<file path="src/rtl/ddr_cmd_sequencer.sv">
// ddr_cmd_sequencer: closed-page DDR command sequencer.
//
// Takes one file-level command per handshake and expands it into a timed DDR
// command stream: ACTIVATE, one or more column commands, then PRECHRG. NOP_DDR
// fills every cycle in between. All outputs are registered.
//
// Ports:
//   clk, reset              single rising-edge clock, synchronous active-high reset
//   req_valid / req_ready   request handshake (ready only while idle)
//   req_cmd                 FILE_CMD: NOP1,SCR,SCW,BLR,BLW,ATR,ATW,NOP2 = 0..7
//   req_bank/row/col        target address, captured on accept
//   ddr_cmd                 {CS#,RAS#,CAS#,WE#}
//   ddr_bank, ddr_addr      bank and row/column for the current command
//   busy                    high whenever not idle
//   done                    one-cycle pulse when a request completes
module ddr_cmd_sequencer #(
    parameter int unsigned BANK_W   = 2,
    parameter int unsigned ROW_W    = 14,
    parameter int unsigned COL_W    = 10,
    parameter int unsigned T_RCD    = 3,
    parameter int unsigned T_CCD    = 4,
    parameter int unsigned T_TURN   = 6,
    parameter int unsigned T_CP     = 4,
    parameter int unsigned T_RP     = 3,
    parameter int unsigned BLK_LEN  = 4,
    parameter int unsigned COL_STEP = 8
) (
    input  logic              clk,
    input  logic              reset,
    input  logic              req_valid,
    output logic              req_ready,
    input  logic [2:0]        req_cmd,
    input  logic [BANK_W-1:0] req_bank,
    input  logic [ROW_W-1:0]  req_row,
    input  logic [COL_W-1:0]  req_col,
    output logic [3:0]        ddr_cmd,
    output logic [BANK_W-1:0] ddr_bank,
    output logic [ROW_W-1:0]  ddr_addr,
    output logic              busy,
    output logic              done
);

    localparam int unsigned T_M1   = (T_RCD > T_CCD) ? T_RCD : T_CCD;
    localparam int unsigned T_M2   = (T_M1 > T_TURN) ? T_M1 : T_TURN;
    localparam int unsigned T_M3   = (T_M2 > T_CP) ? T_M2 : T_CP;
    localparam int unsigned T_MAX  = (T_M3 > T_RP) ? T_M3 : T_RP;
    localparam int unsigned WAIT_W = $clog2(T_MAX) + 1;
    localparam int unsigned BEAT_W = $clog2(BLK_LEN) + 1;

    // Wait counter reload values: a delay of T cycles leaves T-1 NOP cycles.
    localparam logic [WAIT_W-1:0] LdRcd  = WAIT_W'(T_RCD - 1);
    localparam logic [WAIT_W-1:0] LdCcd  = WAIT_W'(T_CCD - 1);
    localparam logic [WAIT_W-1:0] LdTurn = WAIT_W'(T_TURN - 1);
    localparam logic [WAIT_W-1:0] LdCp   = WAIT_W'(T_CP - 1);
    localparam logic [WAIT_W-1:0] LdRp   = WAIT_W'(T_RP - 1);

    localparam logic [3:0] DdrNop   = 4'b0111;
    localparam logic [3:0] DdrAct   = 4'b0011;
    localparam logic [3:0] DdrRead  = 4'b0101;
    localparam logic [3:0] DdrWrite = 4'b0100;
    localparam logic [3:0] DdrPre   = 4'b0010;

    localparam logic [2:0] FcNop1 = 3'd0;
    localparam logic [2:0] FcScr  = 3'd1;
    localparam logic [2:0] FcBlr  = 3'd3;
    localparam logic [2:0] FcBlw  = 3'd4;
    localparam logic [2:0] FcAtr  = 3'd5;
    localparam logic [2:0] FcAtw  = 3'd6;
    localparam logic [2:0] FcNop2 = 3'd7;

    // Each state names what ddr_cmd shows in the current cycle.
    typedef enum logic [2:0] {
        StIdle, StAct, StWaitRcd, StCol, StWaitGap, StPre, StWaitRp
    } state_e;

    state_e            state_q;
    logic [2:0]        cmd_q;
    logic [COL_W-1:0]  col_q;
    logic [WAIT_W-1:0] wait_q;
    logic [BEAT_W-1:0] beats_q;   // column commands still to issue after the current one

    logic              is_block;
    logic              is_atomic;
    logic              first_read;
    logic              next_read;
    logic [BEAT_W-1:0] first_left;
    logic [WAIT_W-1:0] gap_ld;
    logic [COL_W-1:0]  next_col;
    logic              req_is_nop;

    always_comb begin
        is_block   = (cmd_q == FcBlr) || (cmd_q == FcBlw);
        is_atomic  = (cmd_q == FcAtr) || (cmd_q == FcAtw);
        first_read = (cmd_q == FcScr) || (cmd_q == FcBlr) || (cmd_q == FcAtr);
        // Atomic ops flip direction on the second beat; block ops keep it.
        next_read  = is_atomic ? !first_read : first_read;
        first_left = is_block ? BEAT_W'(BLK_LEN - 1) : (is_atomic ? BEAT_W'(1) : '0);
        gap_ld     = is_block ? LdCcd : LdTurn;
        // Carry out of the column is dropped so bursts wrap within the row.
        next_col   = is_block ? col_q + COL_W'(COL_STEP) : col_q;
        req_is_nop = (req_cmd == FcNop1) || (req_cmd == FcNop2);
    end

    always_ff @(posedge clk) begin
        if (reset) begin
            state_q   <= StIdle;
            cmd_q     <= FcNop1;
            col_q     <= '0;
            wait_q    <= '0;
            beats_q   <= '0;
            req_ready <= 1'b0;
            ddr_cmd   <= DdrNop;
            ddr_bank  <= '0;
            ddr_addr  <= '0;
            busy      <= 1'b0;
            done      <= 1'b0;
        end else begin
            done     <= 1'b0;
            ddr_cmd  <= DdrNop;
            ddr_addr <= '0;
            unique case (state_q)
                StIdle: begin
                    req_ready <= 1'b1;
                    if (req_valid && req_ready) begin
                        cmd_q <= req_cmd;
                        col_q <= req_col;
                        if (req_is_nop) begin
                            done <= 1'b1;
                        end else begin
                            state_q   <= StAct;
                            ddr_cmd   <= DdrAct;
                            ddr_bank  <= req_bank;
                            ddr_addr  <= req_row;
                            busy      <= 1'b1;
                            req_ready <= 1'b0;
                            wait_q    <= LdRcd;
                        end
                    end
                end
                StAct, StWaitRcd: begin
                    if (wait_q == '0) begin
                        state_q  <= StCol;
                        ddr_cmd  <= first_read ? DdrRead : DdrWrite;
                        ddr_addr <= ROW_W'(col_q);
                        beats_q  <= first_left;
                        wait_q   <= (first_left != '0) ? gap_ld : LdCp;
                    end else begin
                        state_q <= StWaitRcd;
                        wait_q  <= wait_q - 1'b1;
                    end
                end
                StCol, StWaitGap: begin
                    if (wait_q != '0) begin
                        state_q <= StWaitGap;
                        wait_q  <= wait_q - 1'b1;
                    end else if (beats_q != '0) begin
                        state_q  <= StCol;
                        ddr_cmd  <= next_read ? DdrRead : DdrWrite;
                        ddr_addr <= ROW_W'(next_col);
                        col_q    <= next_col;
                        beats_q  <= beats_q - 1'b1;
                        wait_q   <= (beats_q > BEAT_W'(1)) ? gap_ld : LdCp;
                    end else begin
                        state_q <= StPre;
                        ddr_cmd <= DdrPre;
                        wait_q  <= LdRp;
                    end
                end
                StPre, StWaitRp: begin
                    if (wait_q == '0) begin
                        state_q   <= StIdle;
                        busy      <= 1'b0;
                        done      <= 1'b1;
                        req_ready <= 1'b1;
                        ddr_bank  <= '0;
                    end else begin
                        state_q <= StWaitRp;
                        wait_q  <= wait_q - 1'b1;
                    end
                end
                default: begin
                    state_q <= StIdle;
                end
            endcase
        end
    end

endmodule

</file>
<file path="config.mk">
export PLATFORM = sky130hd
export DESIGN_NAME = ddr_cmd_sequencer
export DESIGN_NICKNAME = d
export VERILOG_FILES = /design/src/rtl/ddr_cmd_sequencer.sv
export SDC_FILE = /design/constraint.sdc
export NUM_CORES = 1
export LEC_CHECK = 0
export ABC_CLOCK_PERIOD_IN_PS = 4600
export BUFFER_PORTS_ARGS = -buffer_cell sky130_fd_sc_hd__clkbuf_2
export CORE_MARGIN = 1
export CORE_UTILIZATION = 35
export DETAILED_ROUTE_END_ITERATION = 8
export GPL_TIMING_DRIVEN = 0
export REMOVE_ABC_BUFFERS = 1
export SLEW_MARGIN = 15
export SYNTH_ARGS = -nofsm -noshare
export SYNTH_HDL_FRONTEND = slang
export SYNTH_SLANG_ARGS = --single-unit
</file>
<file path="constraint.sdc">
create_clock -name clk -period 4.6 [get_ports clk]
set_input_delay 0.46 -clock clk [delete_from_list [all_inputs] [get_ports clk]]
set_output_delay 0.46 -clock clk [all_outputs]
set_load 0.005 [all_outputs]
</file>
=== Yosys cells after proc, flatten, opt, wreduce, memory -nomap -nowiden ===
Cells that the tools add are included.

* Output and inout port bits: 23
* Flip-flop bits (word level): 46
* Input bits: 32

* Add/sub/neg operators: 3
* Equal/unequal tests: 19
* $lt $le $gt $ge: 1
* Reductions and logical operators: 27
* Mux-type cells: 58

{| class="wikitable"
|+ Operators by type and width
! cell !! number
|-
| 10-bit 2-to-1 mux || 7
|-
| 3-bit 2-to-1 mux || 16
|-
| 14-bit case mux with 3 select lines || 1
|-
| 14-bit 2-to-1 mux || 2
|-
| 3-bit equality test (second input constant) || 7
|-
| 4-bit 2-to-1 mux || 5
|-
| 10-bit case mux with 2 select lines || 1
|-
| 4-bit case mux with 4 select lines || 1
|-
| 4-bit AND reduction || 4
|-
| 2-bit inequality test (second input constant) || 7
|-
| 1-bit 2-to-1 mux || 13
|-
| 3-bit case mux with 4 select lines || 1
|-
| 10-bit by 4-bit adder with 10-bit output (second input constant) || 1
|-
| 2-bit 2-to-1 mux || 5
|-
| 3-bit by 2-bit equality test with 1-bit output (second input constant) || 3
|-
| 3-bit case mux with 3 select lines || 1
|-
| 4-bit nonzero test || 2
|-
| 3-bit by 1-bit equality test with 1-bit output (second input constant) || 2
|-
| 3-bit zero test || 2
|-
| 1-bit case mux with 2 select lines || 3
|-
| 3-bit case mux with 2 select lines || 1
|-
| 2-bit AND reduction || 3
|-
| 2-bit nonzero test || 3
|-
| 3-bit nonzero test || 2
|-
| other kinds (9) || 15
|}

=== Longest topological paths before layout ===
Gate-level depths: netlist of run 1.

* Depth in word-level cells: 9
* Depth in mapped cells: 8
* Mapped depth without buffers: 7

=== Worst setup path before layout of run 1 ===
No wires, ideal clock.

* Kind: register to register
* Start point: register wait_q[0]
* End point: register ddr_addr[7]
* Buffers on the path: 1
* Arrival time: 1923 ps
* Path slack: 2606 ps
* Clock period less this slack: 1994 ps
* Setup time: 71 ps
* Stages on the path, launching flop included: 9
* Required time: 4529 ps
* Cell sequence: dfxtp_1 > inv_1 > ha_1 > or3b_2 > buf_2 > a211o_1 > nor4_1 > a21oi_1 > a21oi_1

* Longest elaborated chain between the ends: 3
* Elaborated cells between the ends (all ways): 5
* Classes of those cells: mux (3); reduce/logical (2)

{| class="wikitable"
|+ Ends and longest elaborated chain
! item !! RTL line !! text
|-
| start, declared || 79 || <nowiki>logic [WAIT_W-1:0] wait_q;</nowiki>
|-
| start signal, assigned || 136 || <nowiki>wait_q <= LdRcd;</nowiki>
|-
| start signal, assigned || 146 || <nowiki>wait_q <= (first_left != '0) ? gap_ld : LdCp;</nowiki>
|-
| start signal, assigned || 149 || <nowiki>wait_q <= wait_q - 1'b1;</nowiki>
|-
| 4-bit nonzero test / 4-bit zero test (equally long branches) || 153, 141 ||
|-
| 10-bit 2-to-1 mux, on equally long branches || 153, 141 ||
|-
| 14-bit case mux with 3 select lines (*) || 121 || <nowiki>unique case (state_q)</nowiki>
|-
| end signal, assigned || 133 || <nowiki>ddr_addr <= req_row;</nowiki>
|-
| end signal, assigned || 144 || <nowiki>ddr_addr <= ROW_W'(col_q);</nowiki>
|-
| end signal, assigned || 159 || <nowiki>ddr_addr <= ROW_W'(next_col);</nowiki>
|-
| end, declared || 38 || <nowiki>output logic [ROW_W-1:0] ddr_addr,</nowiki>
|}

Mark *: on every way between the ends. The rest lies on a longest branch, timed or not.
A chain may end at the register's enable or synchronous reset.

=== Final worst setup path of run 1 ===
* Start point: register state_q[2]
* End point: register beats_q[2]

* Longest elaborated chain between the ends: 4
* Elaborated cells between the ends (all ways): 12
* Classes of those cells: eq/ne (7); mux (1); reduce/logical (4)

{| class="wikitable"
|+ Ends and longest elaborated chain
! item !! RTL line !! text
|-
| start, declared || 76 || <nowiki>state_e state_q;</nowiki>
|-
| start signal, assigned || 106 || <nowiki>state_q <= StIdle;</nowiki>
|-
| start signal, assigned || 130 || <nowiki>state_q <= StAct;</nowiki>
|-
| start signal, assigned || 142 || <nowiki>state_q <= StCol;</nowiki>
|-
| 3-bit by 1-bit equality test with 1-bit output (tied with other cells) || 121 ||
|-
| 2-bit OR reduction || 121 ||
|-
| 2-bit inequality test (no line) / 2-bit nonzero test (equally long branches) || n/a ||
|-
| 4-bit AND reduction (no line) || n/a ||
|-
| end signal, assigned || 145 || <nowiki>beats_q <= first_left;</nowiki>
|-
| end signal, assigned || 161 || <nowiki>beats_q <= beats_q - 1'b1;</nowiki>
|-
| end, declared || 80 || <nowiki>logic [BEAT_W-1:0] beats_q;</nowiki>
|}

Several ways; a longest one is shown, not always the timed one.

==> run_results.csv, run 1 <==
group,metric,value,unit
status,status,"complete, but fails checks",
status,violations,"design-rule violations",
clocking,cts_setup_buffers,0,
clocking,cts_hold_buf,0,
global_routing,met3_usage,3.11,%
clocking,path_clk_slew,90,ps
clocking,root_buffer,"clkbuf_8",
drt,drt_wl_total,5840,um
clocking,cts_tree,"built",
worst_hold_path,hp-class,"primary input to flop",
yosys,synthCells,290,
yosys,synth_edf_count,0,
die,dieWidth,84.9,um
drt,dr_total_vias,2228,
finish,layout_commonest_cell,"clkbuf_2",
yosys,synth.avg_cell_area,8.29,um2
drt,drtAntennaViolNets,0,
finish,syn2layout_area_growth,16.0,%
clocking,postCtsResizedCells,0,
sta,setup_viol,0,
die,rows,29,
yosys,ys_async_sr_fraction,0,%
die,die_area,0.00720,mm2
yosys,yosys.area.top_type,"dfxtp_1",
sta,fin_skew,13.3,ps
clocking,numCtsBuffers,5,
drt,viasPerCell,5.43,
sta,hold_viol_final,0,
sta,slew_viol_final,0,
setup_path,critPathCaptureType,"flop",
clocking,clk_path_buf_depth,2,
yosys,synth_area,0.00240,mm2
die,start_util,37.0,%
setup_path,worstPathArrival,2780,ps
finish,final_util,42.9,%
clocking,insertion_delay,310,ps
drt,routedWlPerCell,14.2,um
finish,drive_gt1_share,22.2,%
die,core_area,0.00649,mm2
yosys,yosys-top-cells-area,"dfxtp_1 37%, a21oi_1 6.0%, nor2_1 5.0%, o21ai_0 4.2%, ha_1 3.1%",
drt,drc_errors,4,
place,gp_congestion,0.766,
die,die_y,84.9,um
sta,fin_crit,2550,ps
yosys,synth-seq-cells,45,
setup_path,critPathKind,"flop to flop",
yosys,synth_top_cell_area_share,37.5,%
global_routing,grtUsageMet1,23.0,%
run,cap_violations,0,
sta,hold_ws,344,ps
global_routing,gr-usage-met2,27.1,%
pwr,ir_drop,125,uV
pwr,total_leakage_power,1.11,nW
setup_path,crit_fanout,26,
die,ioPinCount,55,
yosys,ys_seq_area_share,37.5,%
place,place_hpwl,4090,um
sta,setup_tns,0,ps
sta,tightest_slew,855,ps
yosys,ys.flop_type,"dfxtp_1",
drt,firstDrtPassIters,7,
sta,timing.fmax,0.391,GHz
clocking,cts_sinks,45,
drt,drt_first_iter_violations,130,
sta,min_period_over_period,55.5,%
global_routing,grt_max_degree,34,
clocking,cts.htree.levels,2,
sta,grt_setup_unrepaired,"no",
finish,final_cell_mix,"53 x clkbuf_2, 45 x dfxtp_1, 32 x nor2_1",
sta,slew_headroom,42.5,%
place,numPortBuffers,53,
finish,fin_nets,370,
global_routing,grt_pass1_vias,2073,
global_routing,grt-busiest-layer,"met2",
global_routing,gr-total-overflow,0,
yosys,yosysUniqueCellTypes,61,
global_routing,antenna_found_initial,0,
finish,antenna_cells,0,
setup_path,cp.required,4830,ps
global_routing,grt_usage,16.7,%
yosys,yosys_warnings,0,
setup_path,cp-start-kind,"flop",
pwr,power.density,319,mW/mm2
global_routing,grt_pass1_wl,9720,um
cells by family after synthesis:
kind of cell / after synthesis / synth area share [%]
AO/OA/AOI/OAI: 100 / 27.9
XOR/XNOR: 6 / 2.19
adder cells (fa/ha/maj): 7 / 3.54
buffers and inverters: 24 / 4.06
flip-flops: 45 / 37.5
multiplexers: 6 / 2.50
other: 1 / 0.156
AND/OR/NAND/NOR: 101 / 22.2
through the flow:
stage | setup slack, ps | area, um2 | total power (W) | cells
global placement | 1740 | 2690 | 0.000636 | 402
floorplan | 2360 | 2330 | 0.000572 | 272
finish | 2050 | 2790 | 0.000888 | 410
CTS | 2050 | 2790 | 0.000900 | 410
global route | 1720 | 2790 | 0.000943 | 410
detailed placement | 2060 | 2700 | 0.000639 | 402
flip-flops by register name, summed over array words and instances (netlist names):
register and count:
state_q 3, wait_q 4, done 1, col_q 10
ddr_bank 2, req_ready 1, cmd_q 3, beats_q 3
busy 1, ddr_addr 14, ddr_cmd 3
final timing paths:
| path | start | end | slack, ps | cells past startpoint |
|---|---|---|---|---|
| setup reg to reg | state_q[2] | beats_q[2] | 2050 | 5 |
| hold reg to reg | beats_q[1] | beats_q[1] | 490 | 2 |
| hold / removal | req_row[11] | ddr_addr[11] | 340 | 2 |
| setup / recovery | state_q[2] | beats_q[2] | 2050 | 5 |
metal layers:
layer	wire [um]	up-vias
li1	-	1135
met1	2850	1024
met2	2640	61
met3	296	8
met4	55	0
met5	0	-
cells in the mapped netlist (4+ instances only):
cell type and count:
nor2b_1 4, nor3_1 10, inv_1 6, nor2_1 32, a31oi_1 4, mux2i_1 6
nand2b_1 4, xnor2_1 4, dfxtp_1 45, a22oi_1 6, ha_1 6, o21ai_0 20
a21oi_1 29, o21a_1 4, clkbuf_1 13, a21o_1 6, and2_1 7, nand2_1 19
layout make-up:
class,count,area [um2]
sequential,45,901
clock buffer,5,68.8
multi-input combinational,221,1410
inverter,6,22.5
fill,679,3710
clock inverter,3,25.0
tap,77,96.3
timing repair buffer,53,265
worst max-delay path: stages (launching register included):
cell,delay [ps]
dfxtp_1,810
or3b_1,490
a211oi_1,710
nand2_1,140
xor2_1,170
nor3_1,150
power breakdown:
group	total, W	switching (W)	internal [W]
sequential	0.000435	0.0000218	0.000413
combinational	0.000196	0.000116	0.0000797
clock	0.000258	0.000148	0.000110
total	0.000888	0.000286	0.000603
Power figures use the tool's default switching activity.
==> run 2: changes to the inputs <==
- ABC_CLOCK_PERIOD_IN_PS: 4600 -> 2400
- clock period: 4.6 -> 2.4 ns (I/O delays scaled with it)
==> run_results.csv, run 2 (synthesis gave the netlist of run 1 again) <==
group,metric,value,unit
place,dp_cells,402,
sta,grt_setup_unrepaired,"no",
pwr,power.density,607,mW/mm2
sta,timing.fmax,0.443,GHz
setup_path,r2r_slack,140,ps
drt,routedWlPerCell,14.2,um
place,gp_congestion,0.766,
status,violations,"design-rule violations",
setup_path,reg2reg_to,"beats_q[0]",
drt,drt_first_iter_violations,103,
worst_hold_path,hold_path_depth,2,
drt,firstDrtPassIters,6,
clocking,cts_sinks,45,
finish,regMostFlops,"ddr_addr",
die,rows,29,
sta,fin_crit,2260,ps
die,dieWidth,84.9,um
place,dp_slack,-137,ps
sta,setup_tns,0,ps
clocking,clk_path_buf_depth,2,
setup_path,reg2reg_from,"state_q[2]",
global_routing,grt_pass1_wl,9720,um
finish,drive_gt1_share,23.1,%
die,core_area,0.00649,mm2
setup_path,cp.required,2570,ps
clocking,cts.htree.levels,2,
setup_path,crit_slowest_cell,"dfxtp_2",
drt,dr_total_vias,2236,
sta,setup_slack,141,ps
finish,antenna_cells,0,
setup_path,path_cells,"or3b_1 > a21oi_1 > o21a_1 > mux2i_1 > a21oi_1",
pwr,power,0.00172,W
sta,setup_viol,0,
clocking,numCtsBuffers,5,
sta,tightest_slew,729,ps
run,cap_violations,0,
finish,fin_nets,371,
setup_path,critPathCaptureType,"flop",
sta,min_period_over_period,94.1,%
global_routing,grt_pass1_vias,2073,
sta,hold_viol_final,0,
clocking,cts_tree,"built",
setup_path,critPathKind,"flop to flop",
setup_path,cp_num_buf_inv,0,
worst_hold_path,worstHoldStart,"req_row[11]",
die,die_y,84.9,um
pwr,total_leakage_power,1.12,nW
sta,slew_viol_final,0,
finish,final_cell_mix,"53 x clkbuf_2, 44 x dfxtp_1, 32 x nor2_1",
drt,viasPerCell,5.44,
drt,met2_length,2690,um
pwr,ir_drop,240,uV
global_routing,gr-total-overflow,0,
die,ioPinCount,55,
die,die_area,0.00720,mm2
place,numPortBuffers,53,
place,place_hpwl,4090,um
finish,layout.cells.non_filler,411,
global_routing,grt_max_degree,34,
status,status,"complete, but fails checks",
drt,top_layer_used,"met4",
worst_hold_path,hold_end,"ddr_addr[11]",
drt,drc_errors,4,
global_routing,grt_usage,16.7,%
drt,wl_met1,2890,um
setup_path,critical_path.most_common_cell,"a21oi_1",
worst_hold_path,hp-class,"primary input to flop",
clocking,root_buffer,"clkbuf_8",
clocking,cts_hold_buf,0,
finish,layout_commonest_cell,"clkbuf_2",
clocking,insertion_delay,300,ps
finish,syn2layout_area_growth,18.0,%
sta,slew_headroom,51.4,%
setup_path,cpPeakStageDelay,580,ps
drt,drt_wl_total,5830,um
setup_path,worstPathArrival,2430,ps
setup_path,cp-start-kind,"flop",
global_routing,antenna_found_initial,0,
setup_path,rr_worst_depth,5,
clocking,path_clk_slew,100,ps
die,start_util,37.0,%
setup_path,path_delay_family,"compound AO/OA/AOI/OAI gates",
finish,largest_reg_flops,14,
drt,drtAntennaViolNets,0,
setup_path,crit_fanout,26,
drt,route.met3.wl,218,um
sta,fin_skew,13.2,ps
finish,largest_registers,"ddr_addr: 14 flops, col_q: 10 flops, wait_q: 4 flops",
-- run 2: changes by cell type in the layout (fill, tap and decap cells not counted), sizes merged --
cell	change
buf	+1
-- run 2: final cells by class --
type | count | area [um2]
fillers | 677 | 3660
flip-flops and latches | 45 | 902
multi-input cells | 221 | 1440
repair buffers | 54 | 285
clock inverters | 3 | 25.0
inverters | 6 | 22.5
clock buffers | 5 | 68.8
well taps | 77 | 96.3
-- run 2: routing by layer --
metal	GRT usage [%]	vias to the layer above
met5	0	-
met1	23.0	1037
met4	3.70	0
met2	27.1	57
li1	-	1137
met3	3.11	5
-- run 2: power by group --
part	total (W)	internal, W	switching [W]	leakage [nW]
Clock	0.000495	0.000211	0.000284	0.0447
Combinational	0.000394	0.000164	0.000230	0.709
Sequential	0.000834	0.000792	0.0000420	0.366
-- run 2: worst register-to-register path: stages, from the launching register on --
cell and delay (ps):
dfxtp_2 580, or3b_1 510, a21oi_1 440, o21a_1 320, mux2i_1 220, a21oi_1 70
-- run 2: worst max path at each step --
stage,slack [ps],endpoint,depth (start not counted),from
final,140,beats_q[0],5,state_q[2]
after global routing,8,ddr_addr[5],6,wait_q[0]
after CTS,10,ddr_bank[0],5,state_q[1]
after detailed placement,-140,beats_q[2],5,state_q[2]
after global placement,-460,col_q[4],6,wait_q[0]
after floorplan,160,col_q[4],6,wait_q[0]
-- run 2: metrics by stage --
| step | hold WS (ps) | instance area [um2] | util, % |
|---|---|---|---|
| after floorplan | 309 | 2330 | - |
| after global placement | 441 | 2690 | 41.4 |
| after detailed placement | 444 | 2700 | 41.5 |
| after CTS | 121 | 2800 | 43.0 |
| after global routing | 113 | 2840 | 43.7 |
| final | 126 | 2840 | 43.7 |
-- run 2: repair_timing --
action / in CTS / in global routing
pin swaps: 1 / 1
setup endpoints to repair: 19 / 15
setup buffers: 0 / 1
resized for setup: 2 / 3
==> run 3: changes to the inputs <==
- CORE_MARGIN: 1 -> 2
==> run_results.csv, run 3 (synthesis gave the netlist of run 1 again) <==
group,metric,value,unit
place,dpl_cell_area,0.00271,mm2
global_routing,grt-busiest-layer,"met2",
sta,timing.fmax,0.447,GHz
clocking,insertion_delay,310,ps
die,dieWidth,86.9,um
sta,slew_headroom,54.5,%
die,ioPinCount,55,
setup_path,critPathCaptureType,"flop",
finish,fin_area,0.00284,mm2
pwr,ir_drop,245,uV
die,rows,30,
drt,drt_wl_total,5960,um
finish,antenna_cells,0,
sta,grt_setup_unrepaired,"no",
die,die_area,0.00755,mm2
sta,fin_crit,2240,ps
drt,drc_errors,0,
global_routing,gr-total-overflow,0,
global_routing,met3_usage,3.32,%
status,status,"completed",
sta,fin_skew,5.19,ps
setup_path,rr_worst_depth,7,
global_routing,grtUsageMet1,22.5,%
clocking,cts_tree,"built",
global_routing,grt_max_degree,34,
global_routing,antenna_found_initial,0,
die,core_area,0.00672,mm2
finish,largest_reg_flops,14,
place,gp_congestion,0.820,
finish,layout_commonest_cell,"clkbuf_2",
sta,slew_viol_final,0,
setup_path,critPathKind,"flop to flop",
sta,hold_ws,125,ps
drt,firstDrtPassIters,4,
die,start_util,35.8,%
sta,setup_viol,0,
finish,fin_nets,373,
run,cap_violations,0,
finish,fillerInstances,700,
worst_hold_path,hold_path_depth,2,
finish,final_util,42.2,%
clocking,cts_sinks,45,
drt,routedWlPerCell,14.3,um
sta,hold_viol_final,0,
die,die_y,86.9,um
finish,syn2layout_area_growth,18.0,%
setup_path,reg2reg_to,"ddr_addr[7]",
place,place_hpwl,4130,um
finish,drive_gt1_share,24.1,%
setup_path,cp-start-kind,"flop",
place,numPortBuffers,53,
global_routing,grt_pass1_vias,2109,
finish,regMostFlops,"ddr_addr",
clocking,clk_path_buf_depth,2,
clocking,path_clk_slew,90,ps
sta,min_period_over_period,93.3,%
pwr,total_leakage_power,1.12,nW
clocking,cts_hold_buf,0,
global_routing,grt_usage,16.1,%
setup_path,crit_fanout,12,
finish,largest_registers,"ddr_addr: 14 flops, col_q: 10 flops, wait_q: 4 flops",
clocking,root_buffer,"clkbuf_8",
drt,drtAntennaViolNets,0,
sta,tightest_slew,683,ps
setup_path,cp.required,2640,ps
clocking,cts.htree.levels,2,
setup_path,reg2reg_from,"wait_q[0]",
worst_hold_path,hp-class,"primary input to flop",
drt,dr_total_vias,2275,
global_routing,grt_pass1_wl,9850,um
drt,drt_first_iter_violations,215,
global_routing,gr-usage-met2,25.0,%
setup_path,worstPathArrival,2480,ps
finish,final_cell_mix,"53 x clkbuf_2, 44 x dfxtp_1, 31 x nor2_1",
pwr,power.density,612,mW/mm2
drt,viasPerCell,5.47,
worst_hold_path,worstHoldStart,"req_row[13]",
worst_hold_path,hold_end,"ddr_addr[13]",
setup_path,r2r_slack,160,ps
clocking,numCtsBuffers,5,
[run 3: final cells by class]
type | count | area, um2 | share of cell area (%)
Inverter | 6 | 22.5 | 0.794
Clock buffer | 5 | 68.8 | 2.43
Clock inverter | 3 | 25.0 | 0.883
Sequential cell | 45 | 902 | 31.8
Multi-Input combinational cell | 221 | 1430 | 50.4
Tap cell | 80 | 100 | 3.53
Timing Repair Buffer | 56 | 288 | 10.2
[run 3: how the worst max path moves through the flow]
stage / from / end / slack, ps
2_1_floorplan: wait_q[0] / col_q[4] / 160
5_1_grt: wait_q[0] / wait_q[2] / 9
3_5_place_dp: state_q[2] / beats_q[2] / -170
4_1_cts: state_q[1] / ddr_bank[1] / 10
3_3_place_gp: wait_q[0] / col_q[4] / -490
6_report: wait_q[0] / ddr_addr[7] / 160
[run 3: metal layers]
metal	wire length [um]	part of all wire [%]	up-vias
met5	0	0	-
met3	217	3.6	5
li1	-	-	1149
met4	47	0.79	0
met1	2910	49	1070
met2	2780	47	51
[run 3: stage by stage]
stage | worst slack, ps | std cells | total power (W) | setup TNS (ps)
final | 161 | 416 | 0.00173 | 0
after global routing | 9.18 | 416 | 0.00183 | 0
after CTS | 13.5 | 414 | 0.00174 | 0
after detailed placement | -174 | 406 | 0.00123 | -1080
after global placement | -494 | 405 | 0.00122 | -7160
after floorplan | 158 | 272 | 0.00110 | 0
[run 3: timing repair]
item | CTS | global route
setup buffers | 0 | 2
pin swaps | 0 | 1
endpoints found under the setup margin | 18 | 19
resized for setup | 2 | 3
[run 3: worst max-delay path, stage by stage (launching register included)]
cell and delay [ps]:
dfxtp_1 340, inv_1 110, ha_1 170, or3b_2 590, a211o_1 430, nor4_1 310
a21oi_1 70, a21oi_1 140
[run 3: report_power, final]
part / total, W / switching [W] / internal (W)
sequential: 0.000836 / 0.0000440 / 0.000792
combinational: 0.000394 / 0.000230 / 0.000164
clock: 0.000504 / 0.000292 / 0.000213
